<file path="src/rtl/delay_pipe_sched.sv">
// ---------------------------------------------------------------------------
// delay_pipe_sched
//
// Round-robin scheduler that shares one fixed-latency delay pipe between R
// requesters. It grants at most one requester per cycle and registers the
// granted word into the pipe. A LAT+1 deep tag pipeline tracks who issued
// each word so the pipe output can be steered back to its owner. Each
// requester may have at most OUTS_MAX words in flight.
//
// Ports:
//   clk           clock
//   rst           synchronous active-high reset
//   req_vld       per-requester request valid (R bits)
//   req_dat       per-requester data, requester i at [i*W +: W]
//   req_rdy       one-hot grant (combinational from req_vld)
//   pipe_in       registered data to the pipe
//   pipe_in_vld   registered valid to the pipe
//   pipe_out      data returning from the pipe
//   pipe_out_vld  valid returning from the pipe
//   rsp_vld       one-hot response valid
//   rsp_dat       response data (pipe_out passed through)
//   err_r         sticky latency-mismatch flag
//
// Optional feature macro: DELAY_PIPE_SCHED_LAT_CHK_EN
//   Defined   -> pipe_out_vld is compared against the oldest tag valid every
//                cycle; any mismatch sets err_r until rst.
//   Undefined -> no checker, err_r tied to 0.
// ---------------------------------------------------------------------------
module delay_pipe_sched #(
    parameter int R        = 4,
    parameter int W        = 32,
    parameter int LAT      = 5,
    parameter int OUTS_MAX = 2
) (
    input  logic           clk,
    input  logic           rst,
    input  logic [R-1:0]   req_vld,
    input  logic [R*W-1:0] req_dat,
    output logic [R-1:0]   req_rdy,
    output logic [W-1:0]   pipe_in,
    output logic           pipe_in_vld,
    input  logic [W-1:0]   pipe_out,
    input  logic           pipe_out_vld,
    output logic [R-1:0]   rsp_vld,
    output logic [W-1:0]   rsp_dat,
    output logic           err_r
);

    localparam int IDW = (R > 1) ? $clog2(R) : 1;
    localparam int CW  = $clog2(OUTS_MAX + 1);
    localparam logic [CW-1:0] CNT_MAX = CW'(OUTS_MAX);

    logic [IDW-1:0]         lastGrant_q, lastGrant_d;
    logic [R-1:0][CW-1:0]   cnt_q, cnt_d;
    logic                   pipeInVld_q;
    logic [W-1:0]           pipeIn_q;
    logic [LAT:0]           tagVld_q;
    logic [LAT:0][IDW-1:0]  tagId_q;

    logic [R-1:0]           eligible;
    logic [R-1:0]           grantVec;
    logic                   grantAny;
    logic [IDW-1:0]         grantId;
    logic [IDW-1:0]         candId;
    logic [W-1:0]           grantDat;

    // A requester may be granted only while it is below its in-flight limit.
    // The registered count is used, so returned credit is usable next cycle.
    // Grants are suppressed while rst is high.
    always_comb begin
        for (int i = 0; i < R; i++) begin
            eligible[i] = !rst && req_vld[i] && (cnt_q[i] < CNT_MAX);
        end
    end

    // Round-robin search starting one past the last granted requester.
    always_comb begin
        grantAny = 1'b0;
        grantId  = '0;
        candId   = '0;
        for (int k = 1; k <= R; k++) begin
            candId = IDW'((int'(lastGrant_q) + k) % R);
            if (!grantAny && eligible[candId]) begin
                grantAny = 1'b1;
                grantId  = candId;
            end
        end
        grantVec    = grantAny ? (R'(1) << grantId) : '0;
        lastGrant_d = grantAny ? grantId : lastGrant_q;
        grantDat    = req_dat[int'(grantId)*W +: W];
    end

    assign req_rdy = grantVec;

    // A response is routed only when the oldest tag is valid; a stray
    // pipe_out_vld against an empty tag slot is dropped.
    always_comb begin
        rsp_vld = '0;
        if (pipe_out_vld && tagVld_q[LAT]) begin
            rsp_vld = R'(1) << tagId_q[LAT];
        end
    end

    assign rsp_dat = pipe_out;

    // Per-requester in-flight counters. A grant and a response to the same
    // requester in one cycle cancel out; the guards keep counts from wrapping.
    always_comb begin
        for (int i = 0; i < R; i++) begin
            cnt_d[i] = cnt_q[i];
            if (grantVec[i] && !rsp_vld[i] && (cnt_q[i] != CNT_MAX)) begin
                cnt_d[i] = cnt_q[i] + CW'(1);
            end else if (!grantVec[i] && rsp_vld[i] && (cnt_q[i] != '0)) begin
                cnt_d[i] = cnt_q[i] - CW'(1);
            end
        end
    end

    // Control state: pointer, counts, issue valid and tag pipeline. The
    // pointer resets to R-1 so requester 0 is searched first.
    always_ff @(posedge clk) begin
        if (rst) begin
            lastGrant_q <= IDW'(R - 1);
            cnt_q       <= '0;
            pipeInVld_q <= 1'b0;
            tagVld_q    <= '0;
            tagId_q     <= '0;
        end else begin
            lastGrant_q <= lastGrant_d;
            cnt_q       <= cnt_d;
            pipeInVld_q <= grantAny;
            tagVld_q    <= {tagVld_q[LAT-1:0], grantAny};
            tagId_q     <= {tagId_q[LAT-1:0], grantId};
        end
    end

    // Issue data holds its last value when idle to avoid needless toggling.
    always_ff @(posedge clk) begin
        if (grantAny) begin
            pipeIn_q <= grantDat;
        end
    end

    assign pipe_in     = pipeIn_q;
    assign pipe_in_vld = pipeInVld_q;

`ifdef DELAY_PIPE_SCHED_LAT_CHK_EN
    logic err_q;

    // Sticky flag: the pipe's output valid must track the oldest tag valid.
    always_ff @(posedge clk) begin
        if (rst) begin
            err_q <= 1'b0;
        end else if (pipe_out_vld != tagVld_q[LAT]) begin
            err_q <= 1'b1;
        end
    end

    assign err_r = err_q;
`else
    assign err_r = 1'b0;
`endif

endmodule

</file>
<file path="config.mk">
export PLATFORM = sky130hd
export DESIGN_NAME = delay_pipe_sched
export DESIGN_NICKNAME = d
export VERILOG_FILES = /design/src/rtl/delay_pipe_sched.sv
export SDC_FILE = /design/constraint.sdc
export NUM_CORES = 1
export LEC_CHECK = 0
export ABC_AREA = 1
export BUFFER_PORTS_ARGS = -buffer_cell sky130_fd_sc_hd__buf_2
export CORE_MARGIN = 10
export CORE_UTILIZATION = 29
export DETAILED_ROUTE_END_ITERATION = 16
export PLACE_DENSITY = 0.68
export SYNTH_ARGS = -nofsm -noshare
export SYNTH_HDL_FRONTEND = slang
export SYNTH_SLANG_ARGS = --single-unit
</file>
<file path="constraint.sdc">
create_clock -name clk -period 4.5 [get_ports clk]
set_input_delay 0.675 -clock clk [delete_from_list [all_inputs] [get_ports clk]]
set_output_delay 0.675 -clock clk [all_outputs]
set_load 0.05 [all_outputs]
</file>
==> run_results.csv, run 1 <==
group,metric,value,unit
drt,firstDrtPassIters,4,
floorplan,ios,241,
place,port_buffers,175,
power_and_ir_drop,pwr-share-comb,60.1,%
clocking,clock_path_buffers,2,
drt,wl_met3,1280,um
power_and_ir_drop,net-switching-power,2.17,mW
place,gp_congestion,0.865,
timing,fin_skew,0.0102,ns
yosys,ys_types,31,
critical_path,crit_fanout,23,
timing,slew_violations,0,
clocking,ctsResizeCount,0,
floorplan,start_util,29.3,%
flow_run,maxCapViolations,0,
timing,worstMarginPinSlew,0.636,ns
drt,drt_iter0_markers,139,
drt,top_layer,"met4",
run_status,status,"finished clean",
critical_path,arrival,2.89,ns
power_and_ir_drop,p_per_area,929,nW/um^2
drt,vias,3374,
final_layout,synthToLayoutAreaGrowth,28.1,%
global_route,antenna_found_initial,0,
clocking,cts_hold_buf,0,
yosys,synth_top_area_cell,"edfxtp_1",
clocking,cts_tree,"built",
power_and_ir_drop,clockPowerShare,14.9,%
drt,met1Wirelength,4180,um
floorplan,die_w,130,um
floorplan,chipHeight,130,um
global_route,grt_pass1_wl,17000,um
floorplan,fp.coreArea,11900,um^2
timing,rsz0062_at_grt,"false",
global_route,grt_usage,12.8,%
yosys,synth_area_leaders,"edfxtp_1 28%, dfxtp_1 16%, nor2_1 10%",
critical_path,start_kind,"input port",
drt,dr_wl_met2,5700,um
drt,drtAntennaViolNets,0,
timing,hold_viol,0,
final_layout,layout-drive-gt1-share,37.6,%
clocking,htree_levels,3,
timing,setup_viol,0,
clocking,clock_sink_count,60,
global_route,grt_pass1_vias,3486,
place,post-dp-hpwl,9030,um
timing,period_share,79.2,%
power_and_ir_drop,internal_power,1.99,mW
yosys,postSynthCellCount,441,
power_and_ir_drop,sw_frac_of_total,52.2,%
timing,fin_setup_tns,0,ns
clocking,path_clk_slew,0.05,ns
yosys,yosysTopAreaCellShare,27.5,%
timing,min_period,3.57,ns
global_route,grt_max_degree,36,
drt,avgRoutedWirePerCell,15.7,um
yosys,yosysWarningCount,0,
min_path,hold_class,"flop to flop",
floorplan,die-area,16800,um^2
drt,drc_errors,0,
power_and_ir_drop,power.leakage,2.17,nW
critical_path,required,3.83,ns
place,placement.setup.worst_slack,0.927,ns
final_layout,finalNetCount,747,
yosys,syn_area,3490,um^2
power_and_ir_drop,power_frac_seq,25.1,%
clocking,cts_root_buf,"clkbuf_16",
critical_path,criticalPathCategory,"input port to output port",
power_and_ir_drop,vdd_drop_max,0.307,mV
timing,slew_headroom,57.5,%
yosys,avgSynthCellArea,7.91,um^2
drt,postRouteWirelength,11500,um
timing,worst_slack,0.934,ns
drt,post_drt_via_cell_ratio,4.61,
clocking,cts_setup_buffers,0,
yosys,ys_seq_area_share,43.6,%
clocking,numCtsBuffers,9,
yosys,ys_ff_latch,60,
floorplan,row_count,40,
critical_path,end_kind,"output port",
timing,max_freq,280,MHz
clocking,clk_latency,0.32,ns
global_route,grt_remaining_overflow,0,
yosys,synth_nets,608,
final_layout,num_antenna_cells,0,
==> synth_stat cells (all sizes together) <==
| master | number |
|---|---|
| a21oi | 7 |
| buf | 50 |
| inv | 33 |
| a22oi | 33 |
| nand3b | 2 |
| nand2 | 78 |
| nand4 | 1 |
| conb | 1 |
| or2 | 1 |
| o211ai | 1 |
| nor3 | 5 |
| nand3 | 21 |
| nor2 | 102 |
| edfxtp | 32 |
| clkbuf | 3 |
| o21ai | 42 |
| o21bai | 1 |
| dfxtp | 28 |
==> cells in the final DEF (no fill, tap or decap), drive strengths merged <==
master,netlist,layout
nor2,102,102
nand4,1,1
o21ai,42,42
or2,1,1
clkinv,0,2
conb,1,1
nand2,78,78
a21oi,7,7
nor3,5,5
edfxtp,32,32
inv,33,34
a22oi,33,33
o21bai,1,1
clkbuf,3,12
nand3,21,21
o211ai,1,1
buf,50,181
nand3b,2,2
clkinvlp,0,1
dfxtp,28,28
==> power groups by stage <==
stage / registers, mW / logic, mW / clock network (mW)
6_report: 1.04 / 2.49 / 0.617
5_1_grt: 1.07 / 2.76 / 0.663
4_1_cts: 1.04 / 2.54 / 0.634
3_5_place_dp: 1.05 / 2.53 / 0
3_3_place_gp: 1.04 / 2.50 / 0
2_1_floorplan: 1.60 / 1.53 / 0
==> metal layers <==
metal | up-vias | global-route usage (%)
met1 | 1492 | 13.0
met4 | 0 | 6.15
met3 | 33 | 4.91
li1 | 1701 | -
met2 | 148 | 22.5
met5 | - | 0
==> critical path: stages <==
cell	delay, ns
buf_2	0.13
buf_4	0.23
nor2_2	0.06
nand3_1	0.10
nand2_1	0.10
nand2_1	0.08
nand2_2	0.10
nor2_8	0.15
nand3_2	0.09
nand2_2	0.32
buf_4	0.36
nand2_1	0.13
inv_2	0.09
buf_2	0.26
==> path summary, 6_finish.rpt <==
kind,start,end,slack (ns),cells after the start
setup / recovery,rst,req_rdy[2],0.93,14
hold / removal,tagId_q[3],tagId_q[5],0.40,2
setup reg to reg,lastGrant_q[0],pipe_in[18],1.49,14
hold reg to reg,tagId_q[3],tagId_q[5],0.40,2
==> sequential cells by signal, indices dropped and copies added (netlist names) <==
signal	count
pipe_in	32
lastGrant_q	2
tagId_q	12
tagVld_q	6
cnt_q	8
==> kinds of logic after synthesis <==
kind of cell           count (synthesis)  share of synthesized area (%)
flip-flops                            60                           43.6
AND/OR/NAND/NOR                      210                           26.5
buffers and inverters                 86                           15.0
other                                  1                          0.107
AO/OA/AOI/OAI                         84                           14.8
==> metrics by stage <==
stage	cell area, um^2	util (%)	total power [mW]	instances	hold WS [ns]
after floorplan	3490	-	3.13	441	0.388
after global placement	4200	35.3	3.54	716	0.391
after detailed placement	4200	35.3	3.58	716	0.394
after CTS	4470	37.5	4.21	732	0.405
after global routing	4470	37.5	4.49	732	0.420
final	4470	37.5	4.15	732	0.403
==> final cells by class <==
type                            count  area [um^2]
Inverter                           33          129
Fill cell                        1258         7440
Multi-Input combinational cell    295         1440
Clock buffer                       12          246
Timing Repair Buffer              181          921
Tap cell                          147          184
Clock inverter                      4         23.8
Sequential cell                    60         1520
Note: power is estimated with default switching activity, not from simulation.
==> run 2, diff against run 1 <==
clock period = 3.4 ns   (was 4.5 ns; I/O delays follow)
==> run_results.csv, run 2 (synthesized netlist as in run 1, its figures left out) <==
group,metric,value,unit
critical_path,criticalPathCategory,"flop to output port",
power_and_ir_drop,clockPowerShare,16.8,%
clocking,clock_path_buffers,2,
final_layout,finalNetCount,749,
timing,rsz0062_at_grt,"false",
floorplan,start_util,29.3,%
drt,drt_iter0_markers,154,
critical_path,required,2.89,ns
floorplan,chipHeight,130,um
final_layout,synthToLayoutAreaGrowth,30.1,%
floorplan,fp.coreArea,11900,um^2
timing,max_freq,321,MHz
timing,slew_headroom,59.4,%
clocking,clk_latency,0.33,ns
final_layout,layout-drive-gt1-share,38.3,%
timing,period_share,91.7,%
critical_path,crit_chain,"inv_4, nand3_1, nand3_1, nand2_4, nand2_4, nor2_8, nand3_1, nand2_4, nand2_4, inv_4, buf_2",
power_and_ir_drop,power.leakage,2.21,nW
power_and_ir_drop,pwr-share-comb,58.7,%
global_route,grt_remaining_overflow,0,
place,post-dp-hpwl,8850,um
min_path,hold_class,"flop to flop",
final_layout,num_antenna_cells,0,
timing,fin_skew,0.00644,ns
clocking,path_clk_slew,0.05,ns
timing,hold_viol,0,
global_route,antenna_found_initial,0,
clocking,clock_sink_count,60,
clocking,cts_tree,"built",
power_and_ir_drop,p_per_area,1240,nW/um^2
global_route,grt_pass1_vias,3290,
critical_path,end_kind,"output port",
timing,fin_setup_tns,0,ns
clocking,cts_setup_buffers,0,
critical_path,crit_fanout,34,
timing,slew_violations,0,
power_and_ir_drop,net-switching-power,2.88,mW
final_layout,multi_input_area,1440,um^2
global_route,grt_usage,12.7,%
drt,firstDrtPassIters,4,
drt,drc_errors,0,
drt,post_drt_via_cell_ratio,4.58,
final_layout,mostFrequentLayoutCells,"175 x buf_2, 97 x nor2_1, 71 x nand2_1, 33 x a22oi_1, 32 x edfxtp_1",
critical_path,cpPeakStageDelay,0.45,ns
clocking,htree_levels,3,
drt,vias,3362,
timing,worstMarginPinSlew,0.604,ns
timing,worst_slack,0.281,ns
power_and_ir_drop,sw_frac_of_total,51.1,%
place,placement.setup.worst_slack,0.394,ns
drt,drtAntennaViolNets,0,
critical_path,start_kind,"flop",
floorplan,ios,241,
floorplan,die-area,16800,um^2
drt,postRouteWirelength,11300,um
final_layout,seq_area,1520,um^2
power_and_ir_drop,internal_power,2.76,mW
final_layout,fillers,1239,
power_and_ir_drop,vdd_drop_max,0.383,mV
drt,avgRoutedWirePerCell,15.3,um
place,port_buffers,175,
flow_run,maxCapViolations,0,
power_and_ir_drop,power_frac_seq,24.5,%
critical_path,critPathSlowestCell,"dfxtp_2",
floorplan,die_w,130,um
global_route,grt_max_degree,35,
critical_path,arrival,2.61,ns
global_route,grt_pass1_wl,16500,um
timing,setup_viol,0,
clocking,numCtsBuffers,9,
clocking,cts_root_buf,"clkbuf_16",
place,gp_congestion,0.852,
run_status,status,"finished clean",
timing,min_period,3.12,ns
final_layout,final_common_cell,"buf_2",
critical_path,cpMostUsedCell,"nand2_4",
floorplan,row_count,40,
final_layout,largest_reg_flops,32,
## run 2: critical path, delay by kind of cell (launching register included)
family | cells | cell delay, ns
buffers and inverters | 3 | 0.72
AND/OR/NAND/NOR | 8 | 1.10
flip-flops | 1 | 0.45
## run 2: cell type report
class	instances	area share [%]
flip-flops and latches	60	33.5
inverters	33	2.84
clock buffers	12	6.37
multi-input cells	295	31.8
well taps	147	4.05
repair buffers	183	20.6
clock inverters	4	0.772
## run 2: power groups by stage
stage | clock network [mW] | logic [mW] | registers, mW
2_1_floorplan | 0 | 2.02 | 2.12
3_3_place_gp | 0 | 3.33 | 1.39
3_5_place_dp | 0 | 3.37 | 1.40
4_1_cts | 0.976 | 3.38 | 1.39
5_1_grt | 1.01 | 3.68 | 1.42
6_report | 0.945 | 3.31 | 1.38
## run 2: metal layers
layer | global-route usage (%) | share of wire, %
met1 | 13.0 | 38
met2 | 21.6 | 49
met3 | 5.64 | 11
met5 | 0 | 0
met4 | 6.42 | 2.3
## run 2: path summary, 6_finish.rpt
| kind | endpoint | slack [ns] | cells past startpoint | from |
|---|---|---|---|---|
| setup / recovery | req_rdy[3] | 0.28 | 11 | lastGrant_q[0] |
| hold / removal | tagId_q[5] | 0.40 | 2 | tagId_q[3] |
| hold reg to reg | tagId_q[5] | 0.40 | 2 | tagId_q[3] |
| setup reg to reg | pipe_in[27] | 0.87 | 15 | lastGrant_q[0] |
## run 2: what timing repair did
action | 4_1_cts | 5_1_grt
hold buffers | 0 | 0
gates resized for setup | 0 | 1
endpoints found under the setup margin | 0 | 1
## run 2: per-stage QoR
step	util [%]	power [mW]	area [um^2]	hold WS, ns	instances
2_1_floorplan	-	4.14	3490	0.388	441
3_3_place_gp	35.4	4.72	4210	0.394	718
3_5_place_dp	35.4	4.77	4210	0.394	718
4_1_cts	38.1	5.74	4540	0.405	734
5_1_grt	38.1	6.11	4540	0.435	734
6_report	38.1	5.64	4540	0.403	734
==> run 3, diff against run 2 <==
CTS_BUF_LIST = sky130_fd_sc_hd__clkbuf_16   (was default)
==> run_results.csv, run 3 (synthesized netlist as in run 1, its figures left out) <==
group,metric,value,unit
run_status,status,"finished clean",
timing,hold_viol,0,
floorplan,die-area,16800,um^2
floorplan,ios,241,
timing,period_share,91.8,%
global_route,grt_remaining_overflow,0,
floorplan,row_count,40,
timing,worstMarginPinSlew,0.605,ns
final_layout,largest_reg_flops,32,
floorplan,fp.coreArea,11900,um^2
final_layout,finalNetCount,749,
drt,vias,3362,
critical_path,start_kind,"flop",
clocking,clk_latency,0.33,ns
final_layout,final_common_cell,"buf_2",
drt,drt_iter0_markers,154,
global_route,antenna_found_initial,0,
clocking,cts_hold_buf,0,
critical_path,arrival,2.61,ns
drt,avgRoutedWirePerCell,15.4,um
floorplan,chipHeight,130,um
critical_path,crit_fanout,34,
global_route,grtUsageMet2,21.6,%
final_layout,seq_area,1520,um^2
final_layout,fillers,1240,
timing,slew_violations,0,
final_layout,mostFrequentLayoutCells,"175 x buf_2, 97 x nor2_1, 71 x nand2_1, 33 x a22oi_1, 32 x edfxtp_1",
power_and_ir_drop,p_per_area,1240,nW/um^2
clocking,clock_sink_count,60,
clocking,path_clk_slew,0.05,ns
timing,fin_skew,0.00655,ns
global_route,grt.met1_usage,13.0,%
floorplan,start_util,29.3,%
clocking,clock_path_buffers,2,
critical_path,criticalPathCategory,"flop to output port",
critical_path,end_kind,"output port",
drt,drc_errors,0,
timing,fin_setup_tns,0,ns
drt,drtAntennaViolNets,0,
timing,setup_viol,0,
clocking,cts_tree,"built",
clocking,numCtsBuffers,9,
clocking,htree_levels,3,
place,port_buffers,175,
timing,max_freq,320,MHz
timing,rsz0062_at_grt,"false",
global_route,grt_pass1_vias,3290,
drt,post_drt_via_cell_ratio,4.58,
global_route,grt_use_met3,5.64,%
global_route,grt-busiest-layer,"met2",
timing,min_period,3.12,ns
place,post-dp-hpwl,8850,um
flow_run,maxCapViolations,0,
final_layout,layout-drive-gt1-share,38.2,%
final_layout,multi_input_area,1440,um^2
critical_path,required,2.89,ns
drt,postRouteWirelength,11300,um
floorplan,die_w,130,um
global_route,grt_usage,12.7,%
min_path,hold_class,"flop to flop",
place,gp_congestion,0.852,
clocking,cts_root_buf,"clkbuf_16",
final_layout,num_antenna_cells,0,
drt,firstDrtPassIters,4,
global_route,grt_pass1_wl,16500,um
timing,slew_headroom,59.4,%
global_route,grt_max_degree,35,
power_and_ir_drop,power.leakage,2.20,nW
final_layout,final_util,38.0,%
final_layout,synthToLayoutAreaGrowth,29.8,%
power_and_ir_drop,vdd_drop_max,0.368,mV
[run 3: cell types whose count changed in the layout (fill, tap and decap cells not counted)]
cell,before,now
clkbuf_8,1,0
clkinv_1,0,1
[run 3: per-stage QoR]
stage / total power [mW] / cells / setup slack (ns) / area, um^2 / hold slack (ns)
6_report: 5.61 / 734 / 0.279 / 4530 / 0.403
2_1_floorplan: 4.14 / 441 / 0.240 / 3490 / 0.388
3_5_place_dp: 4.77 / 718 / 0.394 / 4210 / 0.394
4_1_cts: 5.72 / 734 / 0.0790 / 4530 / 0.405
3_3_place_gp: 4.72 / 718 / 0.430 / 4210 / 0.394
5_1_grt: 6.09 / 734 / 0.0849 / 4530 / 0.435
[run 3: report_power, final]
group | total [mW] | switching [mW] | leakage (nW) | internal (mW)
logic | 3.31 | 2.43 | 1.49 | 0.884
clock network | 0.923 | 0.337 | 0.154 | 0.586
registers | 1.38 | 0.119 | 0.561 | 1.26
total | 5.61 | 2.88 | 2.20 | 2.73
[run 3: layout make-up]
class	instances	area share (%)
well taps	147	4.06
clock inverters	5	0.856
multi-input cells	295	31.9
clock buffers	11	6.08
flip-flops and latches	60	33.6
inverters	33	2.85
repair buffers	183	20.7
[run 3: path summary, 6_finish.rpt]
| kind | startpoint | to | slack, ns | depth (start not counted) |
|---|---|---|---|---|
| setup / recovery | lastGrant_q[0] | req_rdy[3] | 0.28 | 11 |
| setup reg to reg | lastGrant_q[0] | pipe_in[27] | 0.87 | 15 |
| hold / removal | tagId_q[3] | tagId_q[5] | 0.40 | 2 |
| hold reg to reg | tagId_q[3] | tagId_q[5] | 0.40 | 2 |
[run 3: timing repair]
| action | CTS | global route |
|---|---|---|
| buffers inserted | 0 | 0 |
| endpoints found under the hold margin | 0 | 0 |
| endpoints found under the setup margin | 0 | 1 |
| resized for setup | 0 | 1 |
[run 3: routing by layer]
layer / vias to the layer above / part of all wire (%) / wire length, um
met5: - / 0 / 0
met4: 0 / 2.4 / 274
met3: 30 / 11 / 1250
met2: 138 / 49 / 5500
met1: 1481 / 38 / 4260
li1: 1713 / - / -
[run 3: worst max-delay path, cell delays in order (launching register included)]
cell     delay, ns
dfxtp_2       0.45
inv_4         0.10
nand3_1       0.13
nand3_1       0.15
nand2_4       0.12
nand2_4       0.07
nor2_8        0.12
nand3_1       0.13
nand2_4       0.28
nand2_4       0.10
inv_4         0.28
buf_2         0.34
